==> src/rtl/campfire_pkg.sv <==
// -----------------------------------------------------------------------------
// campfire_pkg
// Shared types and helpers for the campfire checkpoint controller.
//   - state_t    : checkpoint sequencer states
//   - X_*/Y_*    : bit positions of the coordinate fields in the packed
//                  32-bit state word {x[31:22], y[21:12], unused[11:0]}
//   - COORD_W    : width of one coordinate field
//   - get_x/get_y/pack_state : field access for the packed state word
// -----------------------------------------------------------------------------
package campfire_pkg;

   typedef enum logic [1:0] {
      ST_UNLIT    = 2'd0,
      ST_LIGHTING = 2'd1,
      ST_LIT      = 2'd2,
      ST_RESPAWN  = 2'd3
   } state_t;

   localparam int unsigned X_MSB   = 31;
   localparam int unsigned X_LSB   = 22;
   localparam int unsigned Y_MSB   = 21;
   localparam int unsigned Y_LSB   = 12;
   localparam int unsigned COORD_W = 10;

   typedef logic [COORD_W-1:0] coord_t;

   function automatic coord_t get_x(input logic [31:0] word);
      return word[X_MSB:X_LSB];
   endfunction

   function automatic coord_t get_y(input logic [31:0] word);
      return word[Y_MSB:Y_LSB];
   endfunction

   // Low 12 bits of a packed state word are always written as zero.
   function automatic logic [31:0] pack_state(input coord_t x, input coord_t y);
      return {x, y, 12'b0};
   endfunction

endpackage

==> src/rtl/campfire_overlap.sv <==
// -----------------------------------------------------------------------------
// campfire_overlap
// Combinational box-overlap test between the player and the campfire.
// Overlap when |px-cx| < HIT_W and |py-cy| < HIT_H. Differences are formed
// at COORD_W+1 bits signed, so no wrap-around occurs at the screen edges.
//
// Ports:
//   campfire_word  in  32  packed campfire position
//   player_word    in  32  packed player position
//   overlap        out 1   player box touches campfire box
// -----------------------------------------------------------------------------
module campfire_overlap
   import campfire_pkg::*;
#(
   parameter int unsigned HIT_W = 16,
   parameter int unsigned HIT_H = 16
) (
   input  logic [31:0] campfire_word,
   input  logic [31:0] player_word,
   output logic        overlap
);

   localparam logic [COORD_W:0] HIT_W_C = (COORD_W+1)'(HIT_W);
   localparam logic [COORD_W:0] HIT_H_C = (COORD_W+1)'(HIT_H);

   logic signed [COORD_W:0] dx;
   logic signed [COORD_W:0] dy;
   logic        [COORD_W:0] abs_dx;
   logic        [COORD_W:0] abs_dy;
   logic                    unused_bits;

   // Low 12 bits of the state words carry no position information.
   assign unused_bits = ^{campfire_word[11:0], player_word[11:0]};

   always_comb begin
      dx     = $signed({1'b0, get_x(player_word)}) - $signed({1'b0, get_x(campfire_word)});
      dy     = $signed({1'b0, get_y(player_word)}) - $signed({1'b0, get_y(campfire_word)});
      abs_dx = dx[COORD_W] ? $unsigned(-dx) : $unsigned(dx);
      abs_dy = dy[COORD_W] ? $unsigned(-dy) : $unsigned(dy);
      overlap = (abs_dx < HIT_W_C) && (abs_dy < HIT_H_C);
   end

endmodule

==> src/rtl/campfire_checkpoint_ctrl.sv <==
// -----------------------------------------------------------------------------
// campfire_checkpoint_ctrl
// Campfire checkpoint sequencer: detects player contact, runs the lighting
// sequence, issues heal pulses, and on player death runs the respawn delay
// while presenting the respawn position.
//
// Optional build macro: CAMPFIRE_HEAL_COOLDOWN_EN
//   When defined, LIT entry-edge heals are suppressed for COOLDOWN_FRAMES
//   ticks after any heal pulse. When undefined, every entry edge heals.
//
// Ports:
//   sim_clk        in  1   system clock
//   reset          in  1   asynchronous active-low reset
//   frame_tick     in  1   one-cycle strobe per video frame
//   campfireState  in  32  packed campfire position
//   playerState    in  32  packed player position
//   player_dead    in  1   one-cycle death pulse
//   lit            out 1   fire burning (LIGHTING/LIT, or RESPAWN with checkpoint)
//   heal_pulse     out 1   one-cycle heal request
//   respawn_req    out 1   high for the whole RESPAWN state
//   respawnState   out 32  packed respawn position
//   flame_frame    out 2   flame sprite index
//   busy           out 1   high in LIGHTING or RESPAWN
// -----------------------------------------------------------------------------
module campfire_checkpoint_ctrl
   import campfire_pkg::*;
#(
   parameter int unsigned HIT_W           = 16,
   parameter int unsigned HIT_H           = 16,
   parameter int unsigned LIGHT_FRAMES    = 30,
   parameter int unsigned RESPAWN_FRAMES  = 60,
   parameter int unsigned ANIM_DIV        = 8,
   parameter logic [31:0] DEFAULT_SPAWN   = 32'h0C81_4000
`ifdef CAMPFIRE_HEAL_COOLDOWN_EN
   ,
   parameter int unsigned COOLDOWN_FRAMES = 120
`endif
) (
   input  logic        sim_clk,
   input  logic        reset,
   input  logic        frame_tick,
   input  logic [31:0] campfireState,
   input  logic [31:0] playerState,
   input  logic        player_dead,
   output logic        lit,
   output logic        heal_pulse,
   output logic        respawn_req,
   output logic [31:0] respawnState,
   output logic [1:0]  flame_frame,
   output logic        busy
);

   localparam logic [15:0] LIGHT_LOAD   = 16'(LIGHT_FRAMES - 1);
   localparam logic [15:0] RESPAWN_LOAD = 16'(RESPAWN_FRAMES - 1);
   localparam logic [7:0]  ANIM_LAST    = 8'(ANIM_DIV - 1);

   state_t      state;
   logic [15:0] cnt;
   logic        has_checkpoint;
   logic [31:0] checkpoint;
   logic        overlap;
   logic        overlap_q;
   logic        heal_ok;
   logic        anim_active;
   logic [7:0]  anim_cnt;

   campfire_overlap #(
      .HIT_W (HIT_W),
      .HIT_H (HIT_H)
   ) u_overlap (
      .campfire_word (campfireState),
      .player_word   (playerState),
      .overlap       (overlap)
   );

`ifdef CAMPFIRE_HEAL_COOLDOWN_EN
   localparam logic [15:0] COOL_LOAD = 16'(COOLDOWN_FRAMES);
   logic [15:0] cooldown;
   assign heal_ok = (cooldown == '0);
`else
   assign heal_ok = 1'b1;
`endif

   assign anim_active = (state == ST_LIGHTING) || (state == ST_LIT) ||
                        ((state == ST_RESPAWN) && has_checkpoint);

   // Sequencer. lit/busy/respawn_req are registered and written on every
   // transition so they always reflect the state being entered.
   always_ff @(posedge sim_clk or negedge reset) begin
      if (!reset) begin
         state          <= ST_UNLIT;
         cnt            <= '0;
         has_checkpoint <= 1'b0;
         checkpoint     <= '0;
         overlap_q      <= 1'b0;
         lit            <= 1'b0;
         heal_pulse     <= 1'b0;
         respawn_req    <= 1'b0;
         busy           <= 1'b0;
         respawnState   <= DEFAULT_SPAWN;
`ifdef CAMPFIRE_HEAL_COOLDOWN_EN
         cooldown       <= '0;
`endif
      end else begin
         heal_pulse <= 1'b0;
         if (frame_tick) begin
            overlap_q <= overlap;
         end
`ifdef CAMPFIRE_HEAL_COOLDOWN_EN
         if (frame_tick && (cooldown != '0)) begin
            cooldown <= cooldown - 1'b1;
         end
`endif
         // Death wins over any overlap tick; it is ignored while respawning.
         if ((state != ST_RESPAWN) && player_dead) begin
            state        <= ST_RESPAWN;
            cnt          <= RESPAWN_LOAD;
            respawn_req  <= 1'b1;
            busy         <= 1'b1;
            lit          <= has_checkpoint;
            respawnState <= has_checkpoint ? checkpoint : DEFAULT_SPAWN;
         end else begin
            case (state)
               ST_UNLIT: begin
                  if (frame_tick && overlap) begin
                     state          <= ST_LIGHTING;
                     cnt            <= LIGHT_LOAD;
                     checkpoint     <= pack_state(get_x(campfireState), get_y(campfireState));
                     has_checkpoint <= 1'b1;
                     lit            <= 1'b1;
                     busy           <= 1'b1;
                  end
               end
               ST_LIGHTING: begin
                  if (frame_tick) begin
                     if (cnt == '0) begin
                        state      <= ST_LIT;
                        busy       <= 1'b0;
                        heal_pulse <= 1'b1;
`ifdef CAMPFIRE_HEAL_COOLDOWN_EN
                        cooldown   <= COOL_LOAD;
`endif
                     end else begin
                        cnt <= cnt - 1'b1;
                     end
                  end
               end
               ST_LIT: begin
                  // Heal only on the tick the player steps onto the fire.
                  if (frame_tick && overlap && !overlap_q && heal_ok) begin
                     heal_pulse <= 1'b1;
`ifdef CAMPFIRE_HEAL_COOLDOWN_EN
                     cooldown   <= COOL_LOAD;
`endif
                  end
               end
               ST_RESPAWN: begin
                  if (frame_tick) begin
                     if (cnt == '0) begin
                        state       <= has_checkpoint ? ST_LIT : ST_UNLIT;
                        respawn_req <= 1'b0;
                        busy        <= 1'b0;
                        lit         <= has_checkpoint;
                        // Forget contact history so the first touch after
                        // respawn counts as a fresh entry.
                        overlap_q   <= 1'b0;
`ifdef CAMPFIRE_HEAL_COOLDOWN_EN
                        cooldown    <= '0;
`endif
                     end else begin
                        cnt <= cnt - 1'b1;
                     end
                  end
               end
               default: begin
                  state <= ST_UNLIT;
               end
            endcase
         end
      end
   end

   // Flame animation. The only way into LIGHTING is from UNLIT, where the
   // divider is held clear, so each lighting sequence starts from step 0.
   always_ff @(posedge sim_clk or negedge reset) begin
      if (!reset) begin
         anim_cnt    <= '0;
         flame_frame <= '0;
      end else if (!anim_active) begin
         anim_cnt    <= '0;
         flame_frame <= '0;
      end else if (frame_tick) begin
         if (anim_cnt == ANIM_LAST) begin
            anim_cnt    <= '0;
            flame_frame <= flame_frame + 2'd1;
         end else begin
            anim_cnt <= anim_cnt + 8'd1;
         end
      end
   end

endmodule

==> config.mk <==
export PLATFORM = sky130hd
export DESIGN_NAME = campfire_checkpoint_ctrl
export DESIGN_NICKNAME = d
export VERILOG_FILES = /design/src/rtl/campfire_pkg.sv /design/src/rtl/campfire_overlap.sv /design/src/rtl/campfire_checkpoint_ctrl.sv
export SDC_FILE = /design/constraint.sdc
export NUM_CORES = 1
export LEC_CHECK = 0
export CORE_MARGIN = 10
export CORE_UTILIZATION = 46
export CTS_CLUSTER_SIZE = 28
export DETAILED_ROUTE_END_ITERATION = 6
export HOLD_SLACK_MARGIN = 0.03
export PLACE_DENSITY = 0.8
export SYNTH_ARGS = -nofsm -noshare
export SYNTH_HDL_FRONTEND = slang
export SYNTH_HIERARCHICAL = 1
export SYNTH_SLANG_ARGS = --single-unit
==> constraint.sdc <==
create_clock -name sim_clk -period 2.9 [get_ports sim_clk]
set_input_delay 0.29 -clock sim_clk [delete_from_list [all_inputs] [get_ports sim_clk]]
set_output_delay 0.29 -clock sim_clk [all_outputs]
set_load 0.1 [all_outputs]
== After elaboration in Yosys (flattened, before gate mapping) ==
Cells that the tools add are included.

* Input bits: 68
* Register bits after elaboration: 86
* Output and inout port bits: 38
* Word-level logic and storage cells: 104

* Equality and inequality tests: 15
* Magnitude comparators: 2
* Reductions and logical operators: 24
* Muxes and demuxes: 43
* Add/subtract/negate cells: 7
* Bitwise operators: 1

{| class="wikitable"
|+ Operators with widths
! kind !! count
|-
| $mux 16 || 4
|-
| $mux 32 || 1
|-
| $pmux 16 s2 || 1
|-
| $mux 8 || 3
|-
| $lt 11x5->1 const B || 2
|-
| $mux 11 || 2
|-
| $neg 11->11 || 2
|-
| $sub 10x10->11 || 2
|-
| $mux 2 || 10
|-
| $mux 1 || 18
|-
| $logic_not 16->1 || 1
|-
| $sub 16x1->16 const B || 1
|-
| $ne 3x1->1 const B || 4
|-
| $reduce_and 4->1 || 3
|-
| $add 8x1->8 const B || 1
|-
| $eq 8x3->1 const B || 1
|-
| $ne 3x2->1 const B || 2
|-
| $ne 3x3->1 const B || 2
|-
| $pmux 1 s2 || 3
|-
| $pmux 2 s3 || 1
|-
| $reduce_and 3->1 || 2
|-
| $reduce_and 6->1 || 1
|-
| $reduce_bool 2->1 || 3
|-
| $reduce_bool 3->1 || 2
|-
| other kinds (13) || 20
|}

== Longest topological paths before layout ==
* Depth in word-level cells: 10
* Mapped depth: 16
* Mapped depth without buffers: 16

== By module ==
The synthesis kept the hierarchy.

{| class="wikitable"
|+ Modules (own cells, without submodules)
! module !! sequential area each (µm²) !! cells each !! area an instance (µm²) !! times used
|-
| campfire_checkpoint_ctrl || 1858.0 || 368 || 3607.2 || 1
|-
| campfire_overlap || 0.0 || 217 || 1511.4 || 1
|}

== Worst setup path before layout ==
No wires, ideal clock.

* Kind: input port to flip-flop
* Start point: input playerState[12]
* End point: register checkpoint[20]
* Path buffers: 1
* Slack: -1132 ps
* Arrival time: 3907 ps
* Setup time: 125 ps
* Cell stages on the path: 15
* Data required time: 2775 ps
* Cell sequence: inv_1 -> ha_1 -> inv_1 -> fa_1 -> a21oi_4 -> o2111ai_4 -> a2111oi_4 -> o21ai_2 -> or3_1 -> a211o_1 -> nor4_2 -> nand2_1 -> nor3b_2 -> buf_2 -> mux2_2

* Cells in the longest elaborated chain, start to end: 7

{| class="wikitable"
|+ RTL lines
! what !! RTL line !! text
|-
| start, declared || campfire_checkpoint_ctrl.sv:43 || <nowiki>input logic [31:0] playerState,</nowiki>
|-
| $sub 10x10->11 (*) || campfire_overlap.sv:37 || <nowiki>dy = $signed({1'b0, get_y(player_word)}) - $signed({1'b0, get_y(campfire_word)});</nowiki>
|-
| $neg 11->11 || campfire_overlap.sv:39 || <nowiki>abs_dy = dy[COORD_W] ? $unsigned(-dy) : $unsigned(dy);</nowiki>
|-
| $mux 11 (*) || campfire_overlap.sv:39 ||
|-
| $lt 11x5->1 (*) || campfire_overlap.sv:40 || <nowiki>overlap = (abs_dx < HIT_W_C) && (abs_dy < HIT_H_C);</nowiki>
|-
| $logic_and 1x1->1 (*) || campfire_overlap.sv:40 ||
|-
| net overlap || campfire_checkpoint_ctrl.sv:61 || <nowiki>logic overlap;</nowiki>
|-
| $logic_and 1x1->1 (*) || campfire_checkpoint_ctrl.sv:125 || <nowiki>if (frame_tick && overlap) begin</nowiki>
|-
| $reduce_and 3->1 (no line) (*) || n/a ||
|-
| end signal, assigned || campfire_checkpoint_ctrl.sv:128 || <nowiki>checkpoint <= pack_state(get_x(campfireState), get_y(campfireState));</nowiki>
|-
| end, declared || campfire_checkpoint_ctrl.sv:60 || <nowiki>logic [31:0] checkpoint;</nowiki>
|}

Mark *: on every way through the listed nets, which the timed path passes. The rest lies on a longest branch.
A chain may end at the register's enable or synchronous reset.

== Worst setup path in the final report ==
* Start point: input playerState[12]
* End point: register cnt[14]

* Cells in the longest elaborated chain, start to end: 8

{| class="wikitable"
|+ RTL lines
! what !! RTL line !! text
|-
| $sub 10x10->11 (*) || campfire_overlap.sv:37 ||
|-
| $neg 11->11 || campfire_overlap.sv:39 ||
|-
| $mux 11 (*) || campfire_overlap.sv:39 ||
|-
| $lt 11x5->1 (*) || campfire_overlap.sv:40 ||
|-
| $logic_and 1x1->1 (*) || campfire_overlap.sv:40 ||
|-
| net overlap || campfire_checkpoint_ctrl.sv:61 ||
|-
| $logic_and 1x1->1 (*) || campfire_checkpoint_ctrl.sv:125 ||
|-
| $ne 3x3->1 (no line) (*) || n/a ||
|-
| $reduce_and 4->1 (no line) (*) || n/a ||
|-
| end signal, assigned || campfire_checkpoint_ctrl.sv:144 || <nowiki>cnt <= cnt - 1'b1;</nowiki>
|-
| end signal, assigned || campfire_checkpoint_ctrl.sv:171 || <nowiki>cnt <= cnt - 1'b1;</nowiki>
|-
| end, declared || campfire_checkpoint_ctrl.sv:58 || <nowiki>logic [15:0] cnt;</nowiki>
|}

Marked as above.

==> results.py <==
metrics = {
    "power_and_ir_drop": {
        "powerDensity_nw_per_um2": 540,
        "internal_power_mw": 2.43,
        "p_sw_mw": 1.60,
        "p_sw_frac": 0.397,
        "p_seq_frac": 0.305,
        "power.leakage_nw": 3.53,
        "peakVddDrop_mv": 0.397,
        "comb_power_share": 0.449,
        "clkPwrFrac": 0.246,
    },
    "sta": {
        "setup_viol": 43,
        "worst_clock_skew_ns": 0.0104,
        "fin_crit_ns": 3.38,
        "period_share": 1.17,
        "worstMarginPinSlew_ns": 0.837,
        "rsz0062_at_grt": "true",
        "hold_viol": 0,
        "fmax_ghz": 0.295,
        "timing.setup.tns_ns": -16.91,
        "slew_headroom": 0.442,
        "setup_ws_ns": -0.485,
        "drv_slew": 0,
    },
    "worst_setup_path": {
        "slowest_stage": "or4_4",
        "cp.arrival_ns": 3.68,
        "end_kind": "flip-flop",
        "cp-start-kind": "primary input",
        "path_max_fanout": 5,
        "r2r_slack_ns": 0.33,
        "cp_top_family": "simple AND/OR/NAND/NOR gates",
        "worstSetupPathType": "primary input to flip-flop",
        "critPathBufInv": 4,
        "path_cells": "buf_8 > inv_12 > ha_4 > inv_2 > fa_2 > buf_6 > nand3_2 > a21oi_1 > o311ai_2 > o21ai_2 > or3_1 > a211o_1 > nor4_4 > nand2b_4 > o211ai_1 > or4_4 > o21ai_1",
        "max_stage_delay_ns": 0.52,
        "critPathRequiredTime_ns": 3.20,
    },
    "logic_synthesis": {
        "yosys.area.top_type": "dfrtp_1",
        "ys_seq_area_frac": 0.363,
        "yosys.area_share.simple": 0.227,
        "synth_mux_area_frac": 0.0350,
        "synth.distinct_cells": 80,
        "synth_compound_area_frac": 0.207,
        "ys_async_sr_fraction": 1.00,
        "synthTopCellsByArea": "dfrtp_1, ha_1, nand2_1",
        "synth_top_family_by_area": "simple AND/OR/NAND/NOR gates",
        "synth_edf_count": 0,
        "synthesis.area_sq_um": 5120,
        "synth-seq-cells": 74,
        "synthFlopType": "dfrtp_1",
        "yosysWarnings": 6,
        "synth-adder-area-share": 0.0714,
        "synth_xor_xnor_area_share": 0.0257,
        "syn_inst": 585,
        "synth_largest_type_area_fraction": 0.337,
        "synth_area_per_cell_sq_um": 8.75,
    },
    "placement": {
        "placed_area_sq_um": 6590,
        "portBuffers": 69,
        "gp_congestion": 0.889,
        "dp_hpwl_mm": 11.2,
    },
    "floorplan": {
        "core_area_sq_um": 10900,
        "start_util": 0.470,
        "row_count": 38,
        "die_w_um": 125,
        "die-area_sq_um": 15700,
        "dieHeight_um": 125,
        "io_pins": 106,
    },
    "global_routing": {
        "grt_pass1_wl_mm": 24.9,
        "antenna_found_initial": 0,
        "grt_overflow": 0,
        "grt_max_degree": 39,
        "grt_pass1_vias": 5246,
        "grt_usage": 0.184,
    },
    "routing": {
        "antenna_left": 0,
        "wire_per_inst_um": 17.4,
        "vias": 5124,
        "wl_mm": 15.6,
        "firstDrtPassIters": 5,
        "drtIter0Drc": 266,
        "viasPerCell": 5.72,
        "drcViolationCount": 0,
    },
    "cts": {
        "cts_tree": "built",
        "clkSinkCount": 74,
        "cts.clk_slew.worst_paths_ns": 0.09,
        "cts_made_buffers": 9,
        "clk-insertion-delay-late_ns": 0.37,
        "clockRootBuffer": "clkbuf_8",
        "htreeDepth": 3,
        "cts.path.max_buffers": 2,
    },
    "cells_and_area": {
        "final_nets": 847,
        "drive_gt1_frac": 0.357,
        "final_area_sq_um": 7470,
        "mostFrequentLayoutCell": "buf_4",
        "antennaDiodeCount": 0,
        "syn_to_final_growth_pct": 45.9,
        "final_cell_mix": "buf_4, dfrtp_1, nand2_1",
    },
    "worst_hold_path": {
        "holdCritPathClass": "primary input to flip-flop",
    },
    "job": {
        "drv_cap": 0,
    },
    "outcome": {
        "violations": "setup timing",
        "status": "finished, violations left",
    },
}
-- per-layer routing --
metal | share of wire | routed length, um | up-vias | GRT usage
met2 | 0.52 | 8130 | 166 | 0.330
met3 | 0.045 | 707 | 36 | 0.0300
met5 | 0 | 0 | - | 0
met1 | 0.41 | 6340 | 2493 | 0.211
li1 | - | - | 2429 | -
met4 | 0.027 | 429 | 0 | 0.0752
-- registers in the layout, indices dropped and copies added, names as in the netlist, 2 cells and up --
signal and flops:
state 2, checkpoint 20, flame_frame 2, anim_cnt 8
respawnState 20, cnt 16
-- cells by family after synthesis --
kind of cell,Yosys count
flip-flops,74
AO/OA/AOI/OAI,148
buffers and inverters,81
other,1
multiplexers,16
AND/OR/NAND/NOR,222
adder cells (fa/ha/maj),28
XOR/XNOR,15
-- power groups by stage --
stage	logic (mW)	registers, mW	clock network, mW
final	1.81	1.23	0.992
after global routing	1.96	1.24	1.04
after CTS	1.69	1.23	0.997
after detailed placement	1.55	1.24	0
after global placement	1.49	1.23	0
after floorplan	1.02	1.26	0
-- cell usage after synthesis (all sizes together), types with 10 or more instances --
cell,number
a21oi,27
a31oi,18
buf,19
clkbuf,19
dfrtp,69
ha,26
inv,43
mux2,15
nand2,66
nand3,31
nor2,35
nor3,19
o21ai,36
or3,10
-- layout make-up --
type,instances,area (sq um)
Fill cell,759,3420
Multi-Input combinational cell,441,3420
Sequential cell,74,1860
Timing Repair Buffer,182,1600
Tap cell,140,175
Inverter,43,174
Clock buffer,10,128
Clock inverter,6,115
-- path summary, 6_finish.rpt --
check | endpoint | startpoint | cells past startpoint
setup reg to reg | lit | cnt[0] | 7
hold reg to reg | respawnState[28] | respawnState[28] | 2
setup / recovery | cnt[14] | playerState[12] | 17
min in group asynchronous | checkpoint[23] | reset | 3
max in group asynchronous | respawnState[17] | reset | 3
hold / removal | checkpoint[12] | campfireState[12] | 2
-- through the flow --
step / setup slack, ns / hold slack, ns / std cells / utilization / power (mW)
floorplan: -0.678 / -0.00559 / 596 / - / 2.27
global placement: -1.32 / 0.356 / 858 / 0.605 / 2.72
detailed placement: -1.46 / 0.367 / 858 / 0.605 / 2.79
CTS: -0.726 / 0.206 / 888 / 0.662 / 3.91
global route: -0.649 / 0.201 / 896 / 0.686 / 4.24
finish: -0.485 / 0.205 / 896 / 0.686 / 4.03
-- repair_timing --
item,in CTS,in global routing
gates resized for setup,89,53
pin swaps,30,25
cloned,2,1
endpoints found under the hold margin,69,0
hold buffers,1,0
endpoints found under the setup margin,43,43
buffers inserted,11,9
-- worst reg2reg max path, cell delays in order (launching register included) --
cell and delay, ns:
dfrtp_1 0.45, inv_1 0.11, ha_1 0.31, nor3b_2 0.41, nand2_4 0.14, nor2_1 0.56, nand2_1 0.12, o311a_1 0.35
Note: power is estimated with default switching activity, not from simulation.
